===== src/rtl/key_event_decoder_if.sv =====
// Keys interface: debounced key level towards the decoder, gesture events towards GUI control.
// Latency: none (plain wires between the two ends).
// Backpressure: none; events are single-cycle pulses that the consumer must sample every cycle.
//
// Signals:
//   key_in       debounced key level (driven by the debounce side)
//   short_press  1-cycle pulse, single press-release with no follow-up press
//   double_click 1-cycle pulse, second short press released
//   long_press   1-cycle pulse, key held for the long-press time
//   repeat_tick  1-cycle pulse, periodic while held after a long press
//   key_held     level, registered pressed state
// Modports:
//   master - the decoder: samples key_in, drives the events
//   slave  - the environment: drives key_in, consumes the events
interface key_event_decoder_if;
  logic key_in;
  logic short_press;
  logic double_click;
  logic long_press;
  logic repeat_tick;
  logic key_held;

  modport master (
    input  key_in,
    output short_press,
    output double_click,
    output long_press,
    output repeat_tick,
    output key_held
  );

  modport slave (
    output key_in,
    input  short_press,
    input  double_click,
    input  long_press,
    input  repeat_tick,
    input  key_held
  );
endinterface


===== src/rtl/key_event_decoder.sv =====
// Classifies debounced key gestures into short press, double click, long press and auto-repeat.
// Latency: every event pulse is registered, one cycle after the cycle its condition holds.
// Backpressure: none; pulses are fire-and-forget, a consumer that is not listening misses them.
//
// Ports:
//   clk    system clock (same domain as the debounce stage)
//   rst_n  asynchronous reset, active low, released synchronously by the reset tree
//   keys   key_event_decoder_if.master: key_in in, event pulses and key_held out
module key_event_decoder #(
  parameter logic PRESS_LEVEL   = 1'b0,
  parameter int   LONG_CYCLES   = 50_000_000,
  parameter int   DCLICK_CYCLES = 12_500_000,
  parameter int   REPEAT_CYCLES = 5_000_000,
  parameter int   CNT_W         = 26
) (
  input  logic                       clk,
  input  logic                       rst_n,
  key_event_decoder_if.master        keys
);

  typedef enum logic [2:0] {
    S_IDLE   = 3'd0,
    S_PRESS1 = 3'd1,
    S_WAIT2  = 3'd2,
    S_PRESS2 = 3'd3,
    S_LONG   = 3'd4
  } state_t;

  // Terminal counts: the counter starts at 0 on state entry, so N cycles end at N-1.
  localparam logic [CNT_W-1:0] LONG_LAST   = CNT_W'(LONG_CYCLES - 1);
  localparam logic [CNT_W-1:0] DCLICK_LAST = CNT_W'(DCLICK_CYCLES - 1);
  localparam logic [CNT_W-1:0] REPEAT_LAST = CNT_W'(REPEAT_CYCLES - 1);

  logic             r_key;
  logic             r_key_d;
  state_t           r_state;
  logic [CNT_W-1:0] r_cnt;
  logic             r_short;
  logic             r_dclick;
  logic             r_long;
  logic             r_repeat;

  logic             w_pressed;
  logic             w_press_edge;
  logic             w_release_edge;
  state_t           w_state_nxt;
  logic             w_short_nxt;
  logic             w_dclick_nxt;
  logic             w_long_nxt;
  logic             w_repeat_nxt;
  logic             w_cnt_clr;
  logic [CNT_W-1:0] w_cnt_nxt;

  assign w_pressed      = (r_key == PRESS_LEVEL);
  assign w_press_edge   = w_pressed && (r_key_d != PRESS_LEVEL);
  assign w_release_edge = !w_pressed && (r_key_d == PRESS_LEVEL);

  // Key sampling; reset parks both stages at "released" so no edge is seen out of reset
  // unless the key really is down.
  always_ff @(posedge clk or negedge rst_n) begin
    if (!rst_n) begin
      r_key   <= ~PRESS_LEVEL;
      r_key_d <= ~PRESS_LEVEL;
    end else begin
      r_key   <= keys.key_in;
      r_key_d <= r_key;
    end
  end

  // Gesture classification. Release is tested before the long-press timeout and press
  // before the double-click timeout, so the user's action wins a same-cycle tie.
  always_comb begin
    w_state_nxt  = r_state;
    w_short_nxt  = 1'b0;
    w_dclick_nxt = 1'b0;
    w_long_nxt   = 1'b0;
    w_repeat_nxt = 1'b0;
    case (r_state)
      S_IDLE: begin
        if (w_press_edge) begin
          w_state_nxt = S_PRESS1;
        end
      end
      S_PRESS1: begin
        if (w_release_edge) begin
          w_state_nxt = S_WAIT2;
        end else if (w_pressed && (r_cnt == LONG_LAST)) begin
          w_long_nxt  = 1'b1;
          w_state_nxt = S_LONG;
        end
      end
      S_WAIT2: begin
        if (w_press_edge) begin
          w_state_nxt = S_PRESS2;
        end else if (r_cnt == DCLICK_LAST) begin
          w_short_nxt = 1'b1;
          w_state_nxt = S_IDLE;
        end
      end
      S_PRESS2: begin
        if (w_release_edge) begin
          w_dclick_nxt = 1'b1;
          w_state_nxt  = S_IDLE;
        end else if (w_pressed && (r_cnt == LONG_LAST)) begin
          // Held too long for a double click: it becomes a long press instead.
          w_long_nxt  = 1'b1;
          w_state_nxt = S_LONG;
        end
      end
      S_LONG: begin
        if (w_release_edge) begin
          w_state_nxt = S_IDLE;
        end else if (w_pressed && (r_cnt == REPEAT_LAST)) begin
          w_repeat_nxt = 1'b1;
        end
      end
      default: begin
        w_state_nxt = S_IDLE;
      end
    endcase
  end

  // The repeat period restarts from zero after each tick even though the state stays put.
  assign w_cnt_clr = w_repeat_nxt || (w_state_nxt != r_state);
  assign w_cnt_nxt = w_cnt_clr        ? '0 :
                     (r_cnt != '1)    ? r_cnt + 1'b1 :
                                        r_cnt;

  always_ff @(posedge clk or negedge rst_n) begin
    if (!rst_n) begin
      r_state  <= S_IDLE;
      r_cnt    <= '0;
      r_short  <= 1'b0;
      r_dclick <= 1'b0;
      r_long   <= 1'b0;
      r_repeat <= 1'b0;
    end else begin
      r_state  <= w_state_nxt;
      r_cnt    <= w_cnt_nxt;
      r_short  <= w_short_nxt;
      r_dclick <= w_dclick_nxt;
      r_long   <= w_long_nxt;
      r_repeat <= w_repeat_nxt;
    end
  end

  assign keys.short_press  = r_short;
  assign keys.double_click = r_dclick;
  assign keys.long_press   = r_long;
  assign keys.repeat_tick  = r_repeat;
  assign keys.key_held     = w_pressed;

endmodule


===== src/flat_wrapper.sv =====
// flat-port wrapper written by rule: the top's interface ports become plain ports
module key_event_decoder_flat 
#(
  parameter logic PRESS_LEVEL   = 1'b0,
  parameter int   LONG_CYCLES   = 50_000_000,
  parameter int   DCLICK_CYCLES = 12_500_000,
  parameter int   REPEAT_CYCLES = 5_000_000,
  parameter int   CNT_W         = 26
)
  (clk, rst_n, keys_key_in, keys_short_press, keys_double_click, keys_long_press, keys_repeat_tick, keys_key_held);
  key_event_decoder_if keys_i ();
  input  logic clk;
  input  logic rst_n;
  input wire logic [$bits(keys_i.key_in)-1:0] keys_key_in;
  output wire logic [$bits(keys_i.short_press)-1:0] keys_short_press;
  output wire logic [$bits(keys_i.double_click)-1:0] keys_double_click;
  output wire logic [$bits(keys_i.long_press)-1:0] keys_long_press;
  output wire logic [$bits(keys_i.repeat_tick)-1:0] keys_repeat_tick;
  output wire logic [$bits(keys_i.key_held)-1:0] keys_key_held;
  assign keys_i.key_in = keys_key_in;
  assign keys_short_press = keys_i.short_press;
  assign keys_double_click = keys_i.double_click;
  assign keys_long_press = keys_i.long_press;
  assign keys_repeat_tick = keys_i.repeat_tick;
  assign keys_key_held = keys_i.key_held;
  key_event_decoder #(.PRESS_LEVEL(PRESS_LEVEL), .LONG_CYCLES(LONG_CYCLES), .DCLICK_CYCLES(DCLICK_CYCLES), .REPEAT_CYCLES(REPEAT_CYCLES), .CNT_W(CNT_W)) u_core (.clk(clk), .rst_n(rst_n), .keys(keys_i));
endmodule

===== config.mk =====
export PLATFORM = sky130hd
export DESIGN_NAME = key_event_decoder_flat
export DESIGN_NICKNAME = d
export VERILOG_FILES = /design/src/rtl/key_event_decoder_if.sv /design/src/rtl/key_event_decoder.sv /design/src/flat_wrapper.sv
export SDC_FILE = /design/constraint.sdc
export NUM_CORES = 1
export LEC_CHECK = 0
export ABC_AREA = 1
export BUFFER_PORTS_ARGS = -buffer_cell sky130_fd_sc_hd__buf_2
export CAP_MARGIN = 10
export CORE_MARGIN = 5
export CORE_UTILIZATION = 40
export DETAILED_ROUTE_END_ITERATION = 12
export SLEW_MARGIN = 20
export SYNTH_ARGS = -nofsm -noshare
export SYNTH_HDL_FRONTEND = slang
export SYNTH_SLANG_ARGS = --single-unit

===== constraint.sdc =====
create_clock -name clk -period 2.1 [get_ports clk]
set_clock_uncertainty 0.05 [all_clocks]
set_input_delay 0.105 -clock clk [delete_from_list [all_inputs] [get_ports clk]]
set_output_delay 0.105 -clock clk [all_outputs]
set_load 0.1 [all_outputs]

==> metrics.log, run 1 <==
INFO  metric wl_per_cell = about 14 um
INFO  metric tritoncts_buffers = 5
INFO  metric timing.final.crit_share = 0.928
INFO  metric grt.total_usage = 0.181
INFO  metric netlist-cell-type-count = 30
INFO  metric synth_warnings = 0
INFO  metric die_area = between 7000 and 8000 um^2
INFO  metric cts_sinks = 35
INFO  metric area_growth = 20.6%
INFO  metric cp_common_cell = nand2_1
INFO  metric grt_pass1_vias = roughly 2100
INFO  metric power.internal = between 1 and 1.5 mW
INFO  metric drv_cap = 0
INFO  metric firstDrtPassIters = 4
INFO  metric num_io_pins = 8
INFO  metric cts.reportedPaths.clkPinSlew = about 0.08 ns
INFO  metric antenna_left = 0
INFO  metric netSwitchingPower = a little under 600 uW
INFO  metric synth.top_cells.by_count = nand2_1, nor2_1, inv_1
INFO  metric grt_pass1_wl = 10.3 mm
INFO  metric num_antenna_cells = 0
INFO  metric slowest_stage = dfrtp_1
INFO  metric leak_pwr = 1.19 nW
INFO  metric worst_path_largest_cell_delay = ~0.35 ns
INFO  metric worst_pin_slew = roughly 0.79 ns
INFO  metric critPathCaptureType = flop
INFO  metric dpl.hpwl = 4.77 mm
INFO  metric irDropWorstVdd = roughly 0.63 mV
INFO  metric cpLargestDelayFamily = simple AND/OR/NAND/NOR gates
INFO  metric syn-num-nets = 326
INFO  metric share_seq_of_total_power = 0.422
INFO  metric globalRoute.totalOverflow = 0
INFO  metric vias = 2199
INFO  metric synth_area_leaders = dfrtp_1, nand2_1, nor2_1
INFO  metric path_cells = ha_1 > nand2_1 > nor2_4 > buf_4 > nand2_1 > nor2_1 > nand2_1 > nand2_2 > nand4_2 > nand3_4 > buf_12 > a21oi_1
INFO  metric gp_congestion = between 0.9 and 1
INFO  metric post_synth_inst_count = about 320
INFO  metric post-synth-top-count-cell = nand2_1
INFO  metric core.rowCount = 27
INFO  metric worst_ep_required_time = ~2.2 ns
INFO  metric setup-violations-final = 0
INFO  metric switching_fraction_of_total_power = 0.332
INFO  metric cts_setup_buffers = 0
INFO  metric starting_density_of_the_core = 0.410
INFO  metric ys_seq_elements = 35
INFO  metric worst_hold_path_type = reg -> reg
INFO  metric yosysSeqAreaShare = 0.392
INFO  metric clockBufferDepth = 2
INFO  metric die-height = 84.9 um
INFO  metric cts.root.buffer_cell = clkbuf_8
INFO  metric setup_repair_after_global_routing_missed_its_margin = false
INFO  metric grt_max_degree = 36
INFO  metric run_status = completed
INFO  metric slew_headroom = 0.474
INFO  metric async_s_r_ff_share_synth = 1.00
INFO  metric slew_violations = 0
INFO  metric worst-path-buf-inv = 2
INFO  metric fmax = 0.513 GHz
INFO  metric synth_area_per_cell = between 6 and 7 um^2
INFO  metric cellPowerDensity = ~660 nW/um^2
INFO  metric synth_largest_area_cell = dfrtp_1
INFO  metric final_hold_viol_count = 0
INFO  metric route.final.wire_length = 6.04 mm
INFO  metric drt-vias-per-instance = 5.07
INFO  metric postSynth.topFlopCell = dfrtp_1
INFO  metric cp-start-kind = flop
INFO  metric post_synth_instance_area = 2240 um^2
INFO  metric drt_iter0_markers = about 220
INFO  metric nets = roughly 370
INFO  metric drcViolationCount = 0
INFO  metric synth_enable_flop_cells = 0
INFO  metric timing.critical_path.fanout_max = 26
INFO  metric core = 5470 um^2
INFO  metric die_w = roughly 85 um
INFO  metric post-route-min-period = between 1.5 and 2 ns
INFO  metric cp_data_arrival_time = a little over 2 ns
INFO  metric layout-drive-gt1-share = 0.188
INFO  metric clockPowerShare = 0.304
INFO  metric portion_of_total_power_attributed_to_combinational_logic = 0.274
INFO  metric post-layout-total-power = 1.79 mW
INFO  metric tns = 0 ns
INFO  metric numPortBuffers = 7
INFO  metric grt_antenna_before_repair = 0
INFO  metric ctsHtreeMaxLevel = 2
INFO  metric critical_path_class = reg -> reg
INFO  metric netlist.area_leader.share = 0.368
INFO  metric worst_skew_pair.late_latency = slightly below 0.3 ns
INFO  metric tritoncts_clock_tree = yes
==> area by class of cell <==
| class | count | area (um^2) |
|---|---|---|
| flip-flops and latches | 35 | 880 |
| repair buffers | 38 | 285 |
| clock buffers | 8 | 100 |
| fillers | 569 | 2770 |
| multi-input cells | 237 | 1180 |
| well taps | 72 | 90.1 |
| inverters | 44 | 169 |
==> cell families after synthesis <==
logic type	after synthesis	share of synthesized area
xor+xnor	11	0.0430
compound gates	24	0.0592
flops	35	0.392
fa+ha+maj	1	0.00558
buf+inv	50	0.0954
simple gates	201	0.405
==> sequential cells by signal (all words and copies together), names as in the netlist <==
register and count:
u_core.keys.double_click 1, u_core.keys.long_press 1, u_core.keys.repeat_tick 1, u_core.keys.short_press 1, u_core.r_cnt 26, u_core.r_key 1, u_core.r_key_d 1, u_core.r_state 3
==> layer usage <==
layer | wire (um) | global-route usage | share of wire | vias to the layer above
met5 | 0 | 0 | 0 | -
met4 | 143 | 0.0705 | 0.024 | 0
met3 | 344 | 0.0388 | 0.057 | 14
met2 | 2890 | 0.302 | 0.48 | 66
met1 | 2660 | 0.230 | 0.44 | 1015
li1 | - | - | - | 1104
==> placed cells by master, fill, tap and decap left out <==
cell type	n
a21boi_2	1
a21oi_1	7
a21oi_2	3
a22oi_1	1
a41oi_1	1
buf_12	1
buf_2	7
buf_4	28
clkbuf_1	1
clkbuf_8	7
clkinvlp_4	1
dfrtp_1	32
dfrtp_2	1
dfstp_2	2
dlygate4sd3_1	2
ha_1	1
inv_1	42
inv_2	1
nand2_1	78
nand2_2	4
nand3_1	23
nand3_4	1
nand4_1	8
nand4_2	2
nand4_4	1
nor2_1	58
nor2_2	4
nor2_4	2
nor3_1	13
nor3_2	1
nor4_1	5
o21ai_0	5
o21ai_1	4
o21bai_1	1
o22ai_1	1
or2_2	1
xnor2_1	2
xor2_1	9
==> stage by stage <==
step            util  hold slack [ns]  std cells  area (um^2)  setup slack, ns
2_1_floorplan      -           -0.241        322         2270          -0.0244
3_3_place_gp   0.470            0.162        424         2570            0.193
3_5_place_dp   0.470            0.177        424         2570            0.134
4_1_cts        0.492            0.358        434         2690            0.121
5_1_grt        0.494            0.359        434         2710           0.0165
6_report       0.494            0.362        434         2710            0.152
==> power by group through the flow <==
stage | logic, mW | clock network [mW] | registers [mW]
after floorplan | 0.342 | 0 | 0.775
after global placement | 0.489 | 0 | 0.767
after detailed placement | 0.496 | 0 | 0.770
after CTS | 0.499 | 0.559 | 0.757
after global routing | 0.535 | 0.604 | 0.762
final | 0.491 | 0.546 | 0.757
==> path summary, 6_finish.rpt <==
check                              endpoint  depth (start not counted)  slack [ns]             from
hold / removal               u_core.r_key_d                          0        0.36     u_core.r_key
min in group asynchronous  u_core.r_cnt[25]                          2        0.38            rst_n
setup reg to reg           u_core.r_cnt[19]                         12        0.15  u_core.r_cnt[1]
hold reg to reg              u_core.r_key_d                          0        0.36     u_core.r_key
setup / recovery           u_core.r_cnt[19]                         12        0.15  u_core.r_cnt[1]
max in group asynchronous   u_core.r_cnt[7]                          2        1.08            rst_n
==> repair_timing <==
action,CTS,global route
resized for setup,0,3
setup endpoints to repair,0,7
endpoints found under the hold margin,34,0
hold buffers,2,0
Note: power is estimated with default switching activity, not from simulation.
==> run 2, diff against run 1 <==
- MAX_ROUTING_LAYER: default -> met4
==> run 2 against run 1 <==
Net effect:
- via count shrank 0.45%
- largest cell class unchanged
- cell count shrank 0.23%
- clock power shrank 13%
- worst setup slack lost 0.017 ns
- global-route usage grew 0.13 points
- critical path depth is the same
- power shrank 4.4%
- combinational power shrank 1%
- critical path type unchanged
- register-to-register slack lost 0.02 ns
- sequential cell count is the same
==> metrics.log, run 2 (synthesized netlist as in run 1, its figures left out) <==
INFO  metric run_status = completed
INFO  metric cellPowerDensity = 643 nW/um^2 (-3.0%)
INFO  metric fmax = 0.509 GHz (-0.86%)
INFO  metric dpl.hpwl = 4.76 mm (-0.26%)
INFO  metric largest_register_ffs = 26 (unchanged)
INFO  metric worst_pin_slew = 0.776 ns (-0.0132 ns)
INFO  metric firstDrtPassIters = 4 (unchanged)
INFO  metric num_antenna_cells = 0 (unchanged)
INFO  metric area_growth = 18.9%
INFO  metric path_cells = ha_1 > nand2_1 > nor2_4 > buf_4 > nand2_1 > nor2_1 > nand2_1 > nand2_1 > nand4_2 > nand3_4 > buf_12 > a21oi_1
INFO  metric slew_headroom = 0.483 (+0.00881)
INFO  metric critical_path_class = reg -> reg
INFO  metric die-height = 84.9 um (unchanged)
INFO  metric seqCellArea = 878 um^2 (-0.14%)
INFO  metric grt_pass1_wl = 10.1 mm (-1.6%)
INFO  metric slew_violations = 0 (unchanged)
INFO  metric nets = 364 (-0.27%)
INFO  metric die_w = 84.9 um (unchanged)
INFO  metric cp-start-kind = flop
INFO  metric cpLargestDelayFamily = simple AND/OR/NAND/NOR gates
INFO  metric tritoncts_buffers = 5 (unchanged)
INFO  metric most-common-layout-cells = nand2_1, nor2_1, inv_1
INFO  metric worst_skew_pair.late_latency = 0.29 ns (about the same)
INFO  metric final_hold_viol_count = 0 (unchanged)
INFO  metric layout-drive-gt1-share = 0.177 (-0.0106)
INFO  metric antenna_left = 0 (unchanged)
INFO  metric cp_common_cell = nand2_1
INFO  metric grt_max_degree = 36 (unchanged)
INFO  metric timing.final.crit_share = 0.936 (+0.00801)
INFO  metric slowest_stage = dfrtp_1
INFO  metric vias = 2189 (-0.45%)
INFO  metric worst_ep_required_time = 2.22 ns (about the same)
INFO  metric irDropWorstVdd = 0.685 mV (+9.2%)
INFO  metric core.rowCount = 27 (unchanged)
INFO  metric post-layout-total-power = 1.72 mW (-4.4%)
INFO  metric die_area = 7200 um^2 (unchanged)
INFO  metric cp_data_arrival_time = 2.08 ns (+0.02 ns)
INFO  metric post-route-min-period = 1.96 ns (+0.0168 ns)
INFO  metric starting_density_of_the_core = 0.410 (unchanged)
INFO  metric cts_sinks = 35 (unchanged)
INFO  metric grt.total_usage = 0.183 (+0.00128)
INFO  metric placedCellCount = 423 (-0.24%)
INFO  metric worst-path-buf-inv = 2 (unchanged)
INFO  metric final.fill_count = 590 (+3.7%)
INFO  metric setup-violations-final = 0 (unchanged)
INFO  metric ctsHtreeMaxLevel = 2 (unchanged)
INFO  metric gp_congestion = 0.997 (+3.0%)
INFO  metric mostFrequentLayoutCell = nand2_1
INFO  metric tritoncts_clock_tree = yes
INFO  metric grt_antenna_before_repair = 0 (unchanged)
INFO  metric setup_repair_after_global_routing_missed_its_margin = false
INFO  metric worst_path_largest_cell_delay = 0.35 ns (about the same)
INFO  metric timing.critical_path.fanout_max = 26 (unchanged)
INFO  metric cts.root.buffer_cell = clkbuf_8
INFO  metric num_io_pins = 8 (unchanged)
INFO  metric multi_input_logic_area = 1170 um^2 (-0.95%)
INFO  metric leak_pwr = 1.17 nW (-1.7%)
INFO  metric drt-vias-per-instance = 5.06 (-0.22%)
INFO  metric worst_hold_path_type = reg -> reg
INFO  metric route.final.wire_length = 6.04 mm (unchanged)
INFO  metric cts.reportedPaths.clkPinSlew = 0.07 ns (about the same)
INFO  metric numPortBuffers = 7 (unchanged)
INFO  metric drt_iter0_markers = 158 (-29%)
INFO  metric globalRoute.totalOverflow = 0 (unchanged)
INFO  metric core = 5470 um^2 (unchanged)
INFO  metric layout.cells.non_filler = 433 (-0.23%)
INFO  metric reg.largest.list = u_core.r_cnt (26), u_core.r_state (3)
INFO  metric grt_pass1_vias = 2086 (+0.58%)
INFO  metric drcViolationCount = 0 (unchanged)
INFO  metric clockBufferDepth = 2 (unchanged)
INFO  metric max_flop_register = u_core.r_cnt
INFO  metric post_cts_resize_count = 0 (unchanged)
INFO  metric wl_per_cell = 14.0 um (+0.23%)
INFO  metric drv_cap = 0 (unchanged)
INFO  metric critPathCaptureType = flop
[run 2: cell count changes in the layout (fill, tap and decap cells not counted), sizes merged]
cell	change
clkinv	+1
clkbuf	-1
buf	-1
[run 2: final timing paths]
| check | from | to | slack [ns] | cells after the start |
|---|---|---|---|---|
| max reg2reg | u_core.r_cnt[0] | u_core.r_cnt[19] | 0.14 | 12 |
| min in group asynchronous | rst_n | u_core.r_cnt[21] | 0.38 | 2 |
| min reg2reg | u_core.r_key | u_core.r_key_d | 0.35 | 0 |
| min | u_core.r_key | u_core.r_key_d | 0.35 | 0 |
| max in group asynchronous | rst_n | u_core.r_cnt[7] | 1.12 | 2 |
| max | u_core.r_cnt[0] | u_core.r_cnt[19] | 0.14 | 12 |
[run 2: area by class of cell]
| cell class | count | area share |
|---|---|---|
| Multi-Input combinational cell | 237 | 0.439 |
| Sequential cell | 35 | 0.329 |
| Timing Repair Buffer | 37 | 0.104 |
| Inverter | 44 | 0.0634 |
| Tap cell | 72 | 0.0338 |
| Clock buffer | 7 | 0.0286 |
| Clock inverter | 1 | 0.00188 |
[run 2: report_power, final]
group | switching (mW) | leakage, nW | internal, mW
sequential | 0.0348 | 0.477 | 0.722
combinational | 0.308 | 0.647 | 0.176
clock | 0.242 | 0.0422 | 0.233
total | 0.585 | 1.17 | 1.13
[run 2: worst reg2reg max path, stage by stage (launching register included)]
cell	delay (ns)
dfrtp_1	0.35
ha_1	0.17
nand2_1	0.10
nor2_4	0.11
buf_4	0.16
nand2_1	0.06
nor2_1	0.14
nand2_1	0.11
nand2_1	0.14
nand4_2	0.12
nand3_4	0.09
buf_12	0.17
a21oi_1	0.07
[run 2: metal layers]
| layer | up-vias | part of all wire | track usage |
|---|---|---|---|
| li1 | 1096 | - | - |
| met1 | 1021 | 0.46 | 0.232 |
| met2 | 64 | 0.47 | 0.285 |
| met3 | 8 | 0.050 | 0.0359 |
| met4 | 0 | 0.017 | 0.0748 |
| met5 | - | 0 | - |
[run 2: what timing repair did]
| action | in CTS | in global routing |
|---|---|---|
| setup endpoints to repair | 0 | 0 |
| buffers inserted | 0 | 0 |
| endpoints found under the hold margin | 34 | 0 |
| hold buffers | 2 | 0 |
[run 2: metrics by stage]
| stage | hold slack [ns] | utilization | setup TNS, ns | area (um^2) | setup slack, ns |
|---|---|---|---|---|---|
| after floorplan | -0.241 | - | -0.165 | 2270 | -0.0244 |
| final | 0.351 | 0.487 | 0 | 2670 | 0.135 |
| after detailed placement | 0.162 | 0.469 | 0 | 2560 | 0.153 |
| after CTS | 0.350 | 0.487 | 0 | 2670 | 0.142 |
| after global routing | 0.354 | 0.487 | 0 | 2670 | 0.00187 |
| after global placement | 0.161 | 0.469 | 0 | 2560 | 0.210 |
